==> src/rtl/ie_muldiv_pkg.sv <==
// Shared types and constants for the iterative RV32M-style unsigned multiply/divide unit.
package ie_muldiv_pkg;

    typedef enum logic [1:0] {
        MD_MUL   = 2'd0,
        MD_MULHU = 2'd1,
        MD_DIVU  = 2'd2,
        MD_REMU  = 2'd3
    } muldiv_op_t;

    typedef enum logic [1:0] {
        MD_IDLE = 2'd0,
        MD_CALC = 2'd1,
        MD_DONE = 2'd2
    } muldiv_state_t;

    // Wide enough for any supported DATA_WIDTH; users slice the low bits.
    localparam int MD_MAX_WIDTH = 64;
    localparam logic [MD_MAX_WIDTH-1:0] MD_DIV0_QUOT = '1;

    function automatic logic md_is_div(input muldiv_op_t op);
        return (op == MD_DIVU) || (op == MD_REMU);
    endfunction

endpackage

==> src/rtl/ie_muldiv_sequencer_step.sv <==
// One combinational iteration: shift-add multiply step and restoring divide step, computed side by side.
module muldiv_step #(
    parameter int DATA_WIDTH = 32
) (
    input  logic [2*DATA_WIDTH-1:0] i_prod,
    input  logic [DATA_WIDTH-1:0]   i_mcand,
    input  logic [DATA_WIDTH-1:0]   i_quot,
    input  logic [DATA_WIDTH-1:0]   i_rem,
    input  logic [DATA_WIDTH-1:0]   i_divisor,
    output logic [2*DATA_WIDTH-1:0] o_prod,
    output logic [DATA_WIDTH-1:0]   o_quot,
    output logic [DATA_WIDTH-1:0]   o_rem
);

    logic [DATA_WIDTH:0] w_sum;
    logic [DATA_WIDTH:0] w_rem_sh;
    logic [DATA_WIDTH:0] w_diff;

    always_comb begin
        // Carry out of the upper-half add lands in the product MSB after the shift.
        w_sum = i_prod[0] ? ({1'b0, i_prod[2*DATA_WIDTH-1:DATA_WIDTH]} + {1'b0, i_mcand})
                          : {1'b0, i_prod[2*DATA_WIDTH-1:DATA_WIDTH]};
        o_prod = {w_sum, i_prod[DATA_WIDTH-1:1]};

        // Dividend bits shift out of the quotient register as quotient bits shift in.
        w_rem_sh = {i_rem, i_quot[DATA_WIDTH-1]};
        w_diff   = w_rem_sh - {1'b0, i_divisor};
        o_rem    = w_diff[DATA_WIDTH] ? w_rem_sh[DATA_WIDTH-1:0] : w_diff[DATA_WIDTH-1:0];
        o_quot   = {i_quot[DATA_WIDTH-2:0], ~w_diff[DATA_WIDTH]};
    end

endmodule

==> src/rtl/ie_muldiv_sequencer.sv <==
// Multi-cycle unsigned MUL/MULHU/DIVU/REMU sequencer that stalls the front end while iterating.
module ie_muldiv_sequencer
    import ie_muldiv_pkg::*;
#(
    parameter  int DATA_WIDTH = 32,
    localparam int CNT_WIDTH  = $clog2(DATA_WIDTH)
) (
    input  logic                  i_clk,
    input  logic                  i_reset,
    input  logic                  i_start,
    input  logic [1:0]            i_op,
    input  logic [DATA_WIDTH-1:0] i_operand_a,
    input  logic [DATA_WIDTH-1:0] i_operand_b,
    input  logic                  i_flush,
    output logic                  o_busy,
    output logic                  o_stall,
    output logic                  o_done,
    output logic [DATA_WIDTH-1:0] o_result
);

    localparam logic [CNT_WIDTH-1:0] LAST_ITER = CNT_WIDTH'(DATA_WIDTH - 1);

    muldiv_state_t           r_state;
    muldiv_op_t              r_op;
    logic [CNT_WIDTH-1:0]    r_cnt;
    logic [2*DATA_WIDTH-1:0] r_prod;
    logic [DATA_WIDTH-1:0]   r_mcand;
    logic [DATA_WIDTH-1:0]   r_quot;
    logic [DATA_WIDTH-1:0]   r_rem;
    logic [DATA_WIDTH-1:0]   r_divisor;
    logic [DATA_WIDTH-1:0]   r_result;

    logic [2*DATA_WIDTH-1:0] w_prod_next;
    logic [DATA_WIDTH-1:0]   w_quot_next;
    logic [DATA_WIDTH-1:0]   w_rem_next;
    logic [DATA_WIDTH-1:0]   w_final;
    logic                    w_accept;
    muldiv_op_t              w_op_in;

    muldiv_step #(.DATA_WIDTH(DATA_WIDTH)) u_step (
        .i_prod    (r_prod),
        .i_mcand   (r_mcand),
        .i_quot    (r_quot),
        .i_rem     (r_rem),
        .i_divisor (r_divisor),
        .o_prod    (w_prod_next),
        .o_quot    (w_quot_next),
        .o_rem     (w_rem_next)
    );

    assign w_op_in  = muldiv_op_t'(i_op);
    assign w_accept = (r_state == MD_IDLE) && i_start && !i_flush;

    always_comb begin
        w_final = '0;
        case (r_op)
            MD_MUL:   w_final = w_prod_next[DATA_WIDTH-1:0];
            MD_MULHU: w_final = w_prod_next[2*DATA_WIDTH-1:DATA_WIDTH];
            MD_DIVU:  w_final = w_quot_next;
            MD_REMU:  w_final = w_rem_next;
            default:  w_final = '0;
        endcase
    end

    always_ff @(posedge i_clk or posedge i_reset) begin
        if (i_reset) begin
            r_state   <= MD_IDLE;
            r_op      <= MD_MUL;
            r_cnt     <= '0;
            r_prod    <= '0;
            r_mcand   <= '0;
            r_quot    <= '0;
            r_rem     <= '0;
            r_divisor <= '0;
            r_result  <= '0;
        end else begin
            case (r_state)
                MD_IDLE: begin
                    if (w_accept) begin
                        r_op      <= w_op_in;
                        r_cnt     <= '0;
                        r_mcand   <= i_operand_a;
                        r_prod    <= {{DATA_WIDTH{1'b0}}, i_operand_b};
                        r_quot    <= i_operand_a;
                        r_rem     <= '0;
                        r_divisor <= i_operand_b;
                        // RISC-V divide-by-zero results need no iterations.
                        if (md_is_div(w_op_in) && (i_operand_b == '0)) begin
                            r_result <= (w_op_in == MD_DIVU) ? MD_DIV0_QUOT[DATA_WIDTH-1:0]
                                                             : i_operand_a;
                            r_state  <= MD_DONE;
                        end else begin
                            r_state  <= MD_CALC;
                        end
                    end
                end
                MD_CALC: begin
                    if (i_flush) begin
                        r_state <= MD_IDLE;
                    end else begin
                        r_prod <= w_prod_next;
                        r_quot <= w_quot_next;
                        r_rem  <= w_rem_next;
                        r_cnt  <= r_cnt + 1'b1;
                        if (r_cnt == LAST_ITER) begin
                            r_result <= w_final;
                            r_state  <= MD_DONE;
                        end
                    end
                end
                MD_DONE: r_state <= MD_IDLE;
                default: r_state <= MD_IDLE;
            endcase
        end
    end

    assign o_busy   = (r_state == MD_CALC) || (r_state == MD_DONE);
    assign o_stall  = w_accept || (r_state == MD_CALC);
    assign o_done   = (r_state == MD_DONE) && !i_flush;
    assign o_result = r_result;

endmodule

==> config.mk <==
export PLATFORM = sky130hd
export DESIGN_NAME = ie_muldiv_sequencer
export DESIGN_NICKNAME = d
export VERILOG_FILES = /design/src/rtl/ie_muldiv_pkg.sv /design/src/rtl/ie_muldiv_sequencer_step.sv /design/src/rtl/ie_muldiv_sequencer.sv
export SDC_FILE = /design/constraint.sdc
export NUM_CORES = 1
export LEC_CHECK = 0
export CORE_UTILIZATION = 62
export CTS_BUF_LIST = sky130_fd_sc_hd__clkbuf_8
export DETAILED_ROUTE_END_ITERATION = 16
export GPL_ROUTABILITY_DRIVEN = 0
export PLACE_DENSITY = 0.9
export SYNTH_ARGS = -nofsm -noshare
export SYNTH_HDL_FRONTEND = slang
export SYNTH_HIERARCHICAL = 1
export SYNTH_SLANG_ARGS = --single-unit
==> constraint.sdc <==
create_clock -name i_clk -period 10.6 [get_ports i_clk]
set_input_delay 2.12 -clock i_clk [delete_from_list [all_inputs] [get_ports i_clk]]
set_output_delay 2.12 -clock i_clk [all_outputs]
set_load 0.005 [all_outputs]
==> run summary, run 1 <==
relative slew slack -> 34.1%
layout cells sized above 1 -> 16.0%
WS Path Type -> in2out
placed cell areas -> 16400 um^2
VDD IR max -> 0.000159 V
Iter 0 DRT Violations -> 1573
outcome -> complete, no violations
FMAX -> 0.164 GHz
leading area contributor after synthesis -> dfrtp_1
CP delay by family, top -> buffers and inverters
PwrDens -> 279 nW/um^2
Max-Cap Viols -> 0
Yosys cell types -> 73
R2R Path End -> o_result[31]
CTS Hold Buffers Added -> 0
Critical Path Stages -> 5
Die Area -> 26000 um^2
Post-CTS Resized -> 0
GRT Total Usage -> 31.6%
Routed wire per std cell -> 20.3 um
DRT met1 WL -> 16500 um
die extent in y -> 161 um
post-synth top area share -> 37.1%
EDFF count, synth -> 0
post-synth net total -> 1766
CTS buffer count -> 40
grt ovf -> 0
vias per inst -> 6.39
H-tree depth -> 2
Final setup viols -> 0
commonest non-fill, non-tap cell in the layout -> nand2_1
Root Driver -> clkbuf_8
asr flop ratio synth -> 100%
Max Root-Sink Buffers -> 3
worst path cell trace -> clkdlybuf4s50_1 > nand3b_1 > buf_4 > nand2b_1 > clkdlybuf4s50_1
CP max FO -> 29
most used flip-flop cell after synthesis -> dfrtp_1
CP Launch Point -> i_flush
Core Region -> 24600 um^2
first-pass GRT wire length -> 65000 um
Routed WL -> 40500 um
synthesized area per cell -> 9.67 um^2
clock-pin slew of the registers on the worst-case setup and hold paths -> 0.06 ns
I/O pin cnt -> 105
routed length on met2 -> 18600 um
Worst Setup End Kind -> output pin
most area-consuming cells after synthesis -> dfrtp_1 37%, mux2_2 6.4%, nand2_1 5.8%, mux2_4 5.6%, ha_1 5.5%
Cells after Synth -> 1625
remaining antenna violation count -> 0
crit share post-route -> 57.4%
Layout area overhead -> 9.32%
commonest non-fill, non-tap cells in the layout -> 241 x nand2_1, 231 x dfrtp_1, 107 x inv_1
buffers plus inverters on the worst setup path -> 3
HPWL Detailed -> 27600 um
Least-Margin Pin Slew -> 0.988 ns
drt first pass iters -> 5
CTS tree -> done
mapped cell area -> 15700 um^2
CP endpoint -> o_stall
Worst path max stage delay -> 0.65 ns
FF-to-FF path depth -> 17
DR DRC count -> 0
sequential-to-total area share from yosys stat -> 37.1%
number of hold violations in the final report -> 0
Max Slew Vio Count -> 0
clock sink count -> 233
Clock Latency Late Sink -> 0.56 ns
Period minus WS final -> 6.08 ns
Critical Path RT -> 8.48 ns
RSZ-0062 raised after global routing -> false
Slowest-stage cell, CP -> clkdlybuf4s50_1
initial antenna violation count -> 0
#FFs+latches synth -> 233
routed wl met3 -> 4100 um
Die Wd -> 161 um
flop-to-flop setup slack -> 5.62 ns
Fin Hold WS -> 0.483 ns
via count of the routed design -> 12700
CP Data Arrival Time -> 3.96 ns
row count -> 57
HP Class -> reg2reg
Initial Util -> 63.9%
largest net degree at the start of global routing -> 115
CP Launch Type -> primary input
final setup skew -> 0.0268 ns
total negative slack -> 0 ns
nets@finish -> 1780
Critical Path Most Common Cell -> clkdlybuf4s50_1
Leak -> 8.16 nW
Top Metal Used -> met4
via count of the first global-routing pass -> 12400
Final Cell Area -> 17200 um^2
Port Buffers -> 104
Setup Buffers After CTS -> 0
Ys Warns -> 6
RR Startpoint -> r_quot[31]
## tightest hold or removal path, cell delays in order (launching register included)
cell and delay [ns]:
dfrtp_1 0.35, nand2_1 0.05, nand2_1 0.05
## where the power goes
group | switching [mW] | internal, mW | leakage (nW) | total (mW)
sequential | 0.321 | 1.24 | 2.93 | 1.56
clock | 0.375 | 0.432 | 0.460 | 0.806
combinational | 1.26 | 1.16 | 4.77 | 2.43
## cells in the mapped netlist (9+ instances only)
master	instances
a211oi_1	12
a31oi_1	13
o21a_1	11
xor2_1	15
buf_4	62
mux2_2	89
mux2i_1	69
nand3_1	80
nor2_1	77
nor2b_1	11
mux4_2	32
inv_1	92
a21oi_1	93
a21o_1	28
mux2_4	59
dfrtp_1	233
nand2b_1	12
buf_1	9
ha_1	69
clkbuf_1	55
nand2_1	241
xnor2_1	33
o21ai_0	99
## worst min path at each step
| stage | start | end | slack [ns] | cells after the start |
|---|---|---|---|---|
| 2_1_floorplan | r_cnt[4] | r_cnt[4] | 0.45 | 2 |
| 3_3_place_gp | r_cnt[4] | r_cnt[4] | 0.46 | 2 |
| 3_5_place_dp | r_cnt[4] | r_cnt[4] | 0.48 | 2 |
| 4_1_cts | r_cnt[4] | r_cnt[4] | 0.49 | 2 |
| 5_1_grt | r_cnt[1] | r_cnt[1] | 0.52 | 2 |
| 6_report | r_cnt[4] | r_cnt[4] | 0.48 | 2 |
## cells by family (layout without fill, tap and decap cells)
logic type,count (synthesis),after routing,synth area share [%]
other cells,0,1,0
fa+ha+maj,71,71,5.75
flops,233,233,37.1
compound gates,304,304,11.7
xor+xnor,48,48,2.68
mux,250,250,21.1
buf+inv,236,280,7.99
simple gates,483,483,13.8
## final cells by class
class / instances / area (um^2)
timing repair buffer: 115 / 1120
clock inverter: 21 / 92.6
sequential: 233 / 5830
tap: 324 / 405
multi-input combinational: 1156 / 8660
inverter: 93 / 362
clock buffer: 51 / 702
fill: 1661 / 7420
antenna: 1 / 2.50
## per-layer routing
layer  vias up  track usage (%)
met4         0             11.8
met5         -                0
met2       695             49.7
met1      6246             43.6
li1       5686                -
met3       118             5.93
## flip-flops by register name (all words and copies together), names as in the netlist, 5 cells and up
name / flops
r_prod: 64
o_result: 32
r_divisor: 32
r_mcand: 32
r_quot: 32
r_rem: 32
r_cnt: 5
## per-stage QoR
stage	worst slack [ns]	util [%]	std cells	power, mW
after floorplan	2.09	-	1625	3.41
after global placement	4.54	66.6	1921	3.78
after detailed placement	4.54	66.6	1921	3.91
after CTS	4.52	69.8	1993	4.74
after global routing	4.42	69.8	1993	5.08
final	4.52	69.8	1994	4.80
Note: power is estimated with default switching activity, not from simulation.
==> run 2: changes to the inputs <==
==> constraint.sdc (replaced) <==
create_clock -name i_clk -period 6.3 [get_ports i_clk]
set_input_delay 1.26 -clock i_clk [delete_from_list [all_inputs] [get_ports i_clk]]
set_output_delay 1.26 -clock i_clk [all_outputs]
set_load 0.005 [all_outputs]
==> run 2 against run 1 <==
  * Via count up 2.4%
  * Final cell count fell by 0.20%
  * Worst hold slack got worse by 0.0050 ns
  * First-iteration DRC count is 1.5% lower
  * Critical path type is now reg2reg
  * Critical endpoint is now o_result[9]
==> run summary, run 2 (same netlist as run 1, synthesis figures left out) <==
outcome -> complete, no violations
first-pass GRT wire length -> 67000 um
Port Buffers -> 104
drt first pass iters -> 6
commonest non-fill, non-tap cell in the layout -> nand2_1
CTS Hold Buffers Added -> 0
Net Sw Power -> 3.44 mW
clock sink count -> 233
Layout area overhead -> 9.64%
Max Slew Vio Count -> 0
DR DRC count -> 0
Storage cell area -> 5830 um^2
final worst setup slack -> 1.62 ns
Final setup viols -> 0
via count of the first global-routing pass -> 12800
Least-Margin Pin Slew -> 1.16 ns
Routed wire per std cell -> 21.4 um
placed cell areas -> 16400 um^2
Top reg by flops -> r_prod
total power -> 8.30 mW
Comb power frac -> 50.5%
FMAX -> 0.214 GHz
Max Root-Sink Buffers -> 3
Max-Cap Viols -> 0
Die Wd -> 161 um
remaining antenna violation count -> 0
Period minus WS final -> 4.68 ns
CP max FO -> 32
Clock Latency Late Sink -> 0.55 ns
number of hold violations in the final report -> 0
crit share post-route -> 74.3%
WS Path Type -> reg2reg
dpl ws -> 1.72 ns
Root Driver -> clkbuf_8
Post-CTS Resized -> 0
Flop pwr share -> 32.0%
Setup Buffers After CTS -> 0
area of the multi-input gates -> 8660 um^2
initial antenna violation count -> 0
total negative slack -> 0 ns
CP Launch Type -> flip-flop
PwrDens -> 482 nW/um^2
nets@finish -> 1781
CTS buffer count -> 41
HPWL Detailed -> 29500 um
switching share of power -> 41.4%
Worst Setup End Kind -> flip-flop
Diodes inserted -> 0
row count -> 57
CTS tree -> done
Die Area -> 26000 um^2
commonest non-fill, non-tap cells in the layout -> 241 x nand2_1, 231 x dfrtp_1, 104 x clkdlybuf4s50_1
grt ovf -> 0
Leak -> 8.17 nW
clock-pin slew of the registers on the worst-case setup and hold paths -> 0.06 ns
Clk pwr share -> 17.5%
largest net degree at the start of global routing -> 122
Routed WL -> 42600 um
die extent in y -> 161 um
CP Data Arrival Time -> 5.11 ns
GRT Total Usage -> 32.7%
VDD IR max -> 0.000267 V
final setup skew -> 0.0190 ns
layout cells sized above 1 -> 16.1%
relative slew slack -> 23.0%
Core Region -> 24600 um^2
max reg flops -> 64
via count of the routed design -> 13100
Final Cell Area -> 17200 um^2
Initial Util -> 63.9%
H-tree depth -> 2
I/O pin cnt -> 105
HP Class -> reg2reg
vias per inst -> 6.56
Int Pwr -> 4.87 mW
Critical Path RT -> 6.73 ns
Fillers -> 1654
Iter 0 DRT Violations -> 1550
RSZ-0062 raised after global routing -> false
-- run 2: cell count changes in the layout (fill, tap and decap cells not counted), sizes merged --
cell and delta:
clkinvlp -1, diode -1, bufinv +2, inv -5
clkbuf +1
-- run 2: cell type report --
cell class	count	area share, %
Clock buffer	52	4.15
Clock inverter	17	0.712
Inverter	93	2.08
Multi-Input combinational cell	1156	50.3
Sequential cell	233	33.9
Tap cell	324	2.35
Timing Repair Buffer	115	6.59
-- run 2: per-layer routing --
metal | part of all wire (%) | wire length [um] | up-vias | GRT usage (%)
li1 | - | - | 5679 | -
met1 | 41 | 17400 | 6443 | 45.1
met2 | 46 | 19700 | 796 | 51.9
met3 | 9.9 | 4220 | 138 | 6.16
met4 | 3.2 | 1380 | 0 | 11.3
met5 | 0 | 0 | - | 0
-- run 2: critical path, stage by stage, from the launching register on --
cell       delay, ns
dfrtp_1         0.34
inv_1           0.06
ha_1            0.22
fa_1            0.40
nand2b_1        0.18
a211oi_1        0.31
o2111ai_1       0.21
a211o_1         0.35
a31oi_4         0.21
a31oi_1         0.12
mux2_4          0.22
and2_4          0.16
clkinv_4        0.34
mux2_4          0.44
mux4_2          0.47
inv_1           0.08
a21oi_1         0.08
mux2_4          0.32
-- run 2: worst paths after layout --
check	slack (ns)	startpoint	depth (start not counted)	endpoint
worst max-delay path	1.62	r_quot[31]	17	o_result[9]
worst min-delay path	0.48	r_cnt[4]	2	r_cnt[4]
worst max register to register	1.62	r_quot[31]	17	o_result[9]
worst min register to register	0.48	r_cnt[4]	2	r_cnt[4]
max in group asynchronous	4.14	i_reset	3	r_rem[27]
min in group asynchronous	0.97	i_reset	2	r_prod[41]
-- run 2: power groups by stage --
stage / Clock [mW] / Sequential [mW] / Combinational (mW)
2_1_floorplan: 0 / 2.37 / 3.36
3_3_place_gp: 0 / 2.60 / 3.87
3_5_place_dp: 0 / 2.64 / 4.05
4_1_cts: 1.46 / 2.62 / 4.10
5_1_grt: 1.54 / 2.70 / 4.48
6_report: 1.45 / 2.65 / 4.20
-- run 2: metrics by stage --
stage | cells | hold slack [ns] | util [%]
6_report | 1990 | 0.478 | 70.0
2_1_floorplan | 1625 | 0.445 | -
3_5_place_dp | 1921 | 0.467 | 66.6
5_1_grt | 1990 | 0.510 | 70.0
4_1_cts | 1990 | 0.479 | 70.0
3_3_place_gp | 1921 | 0.457 | 66.6
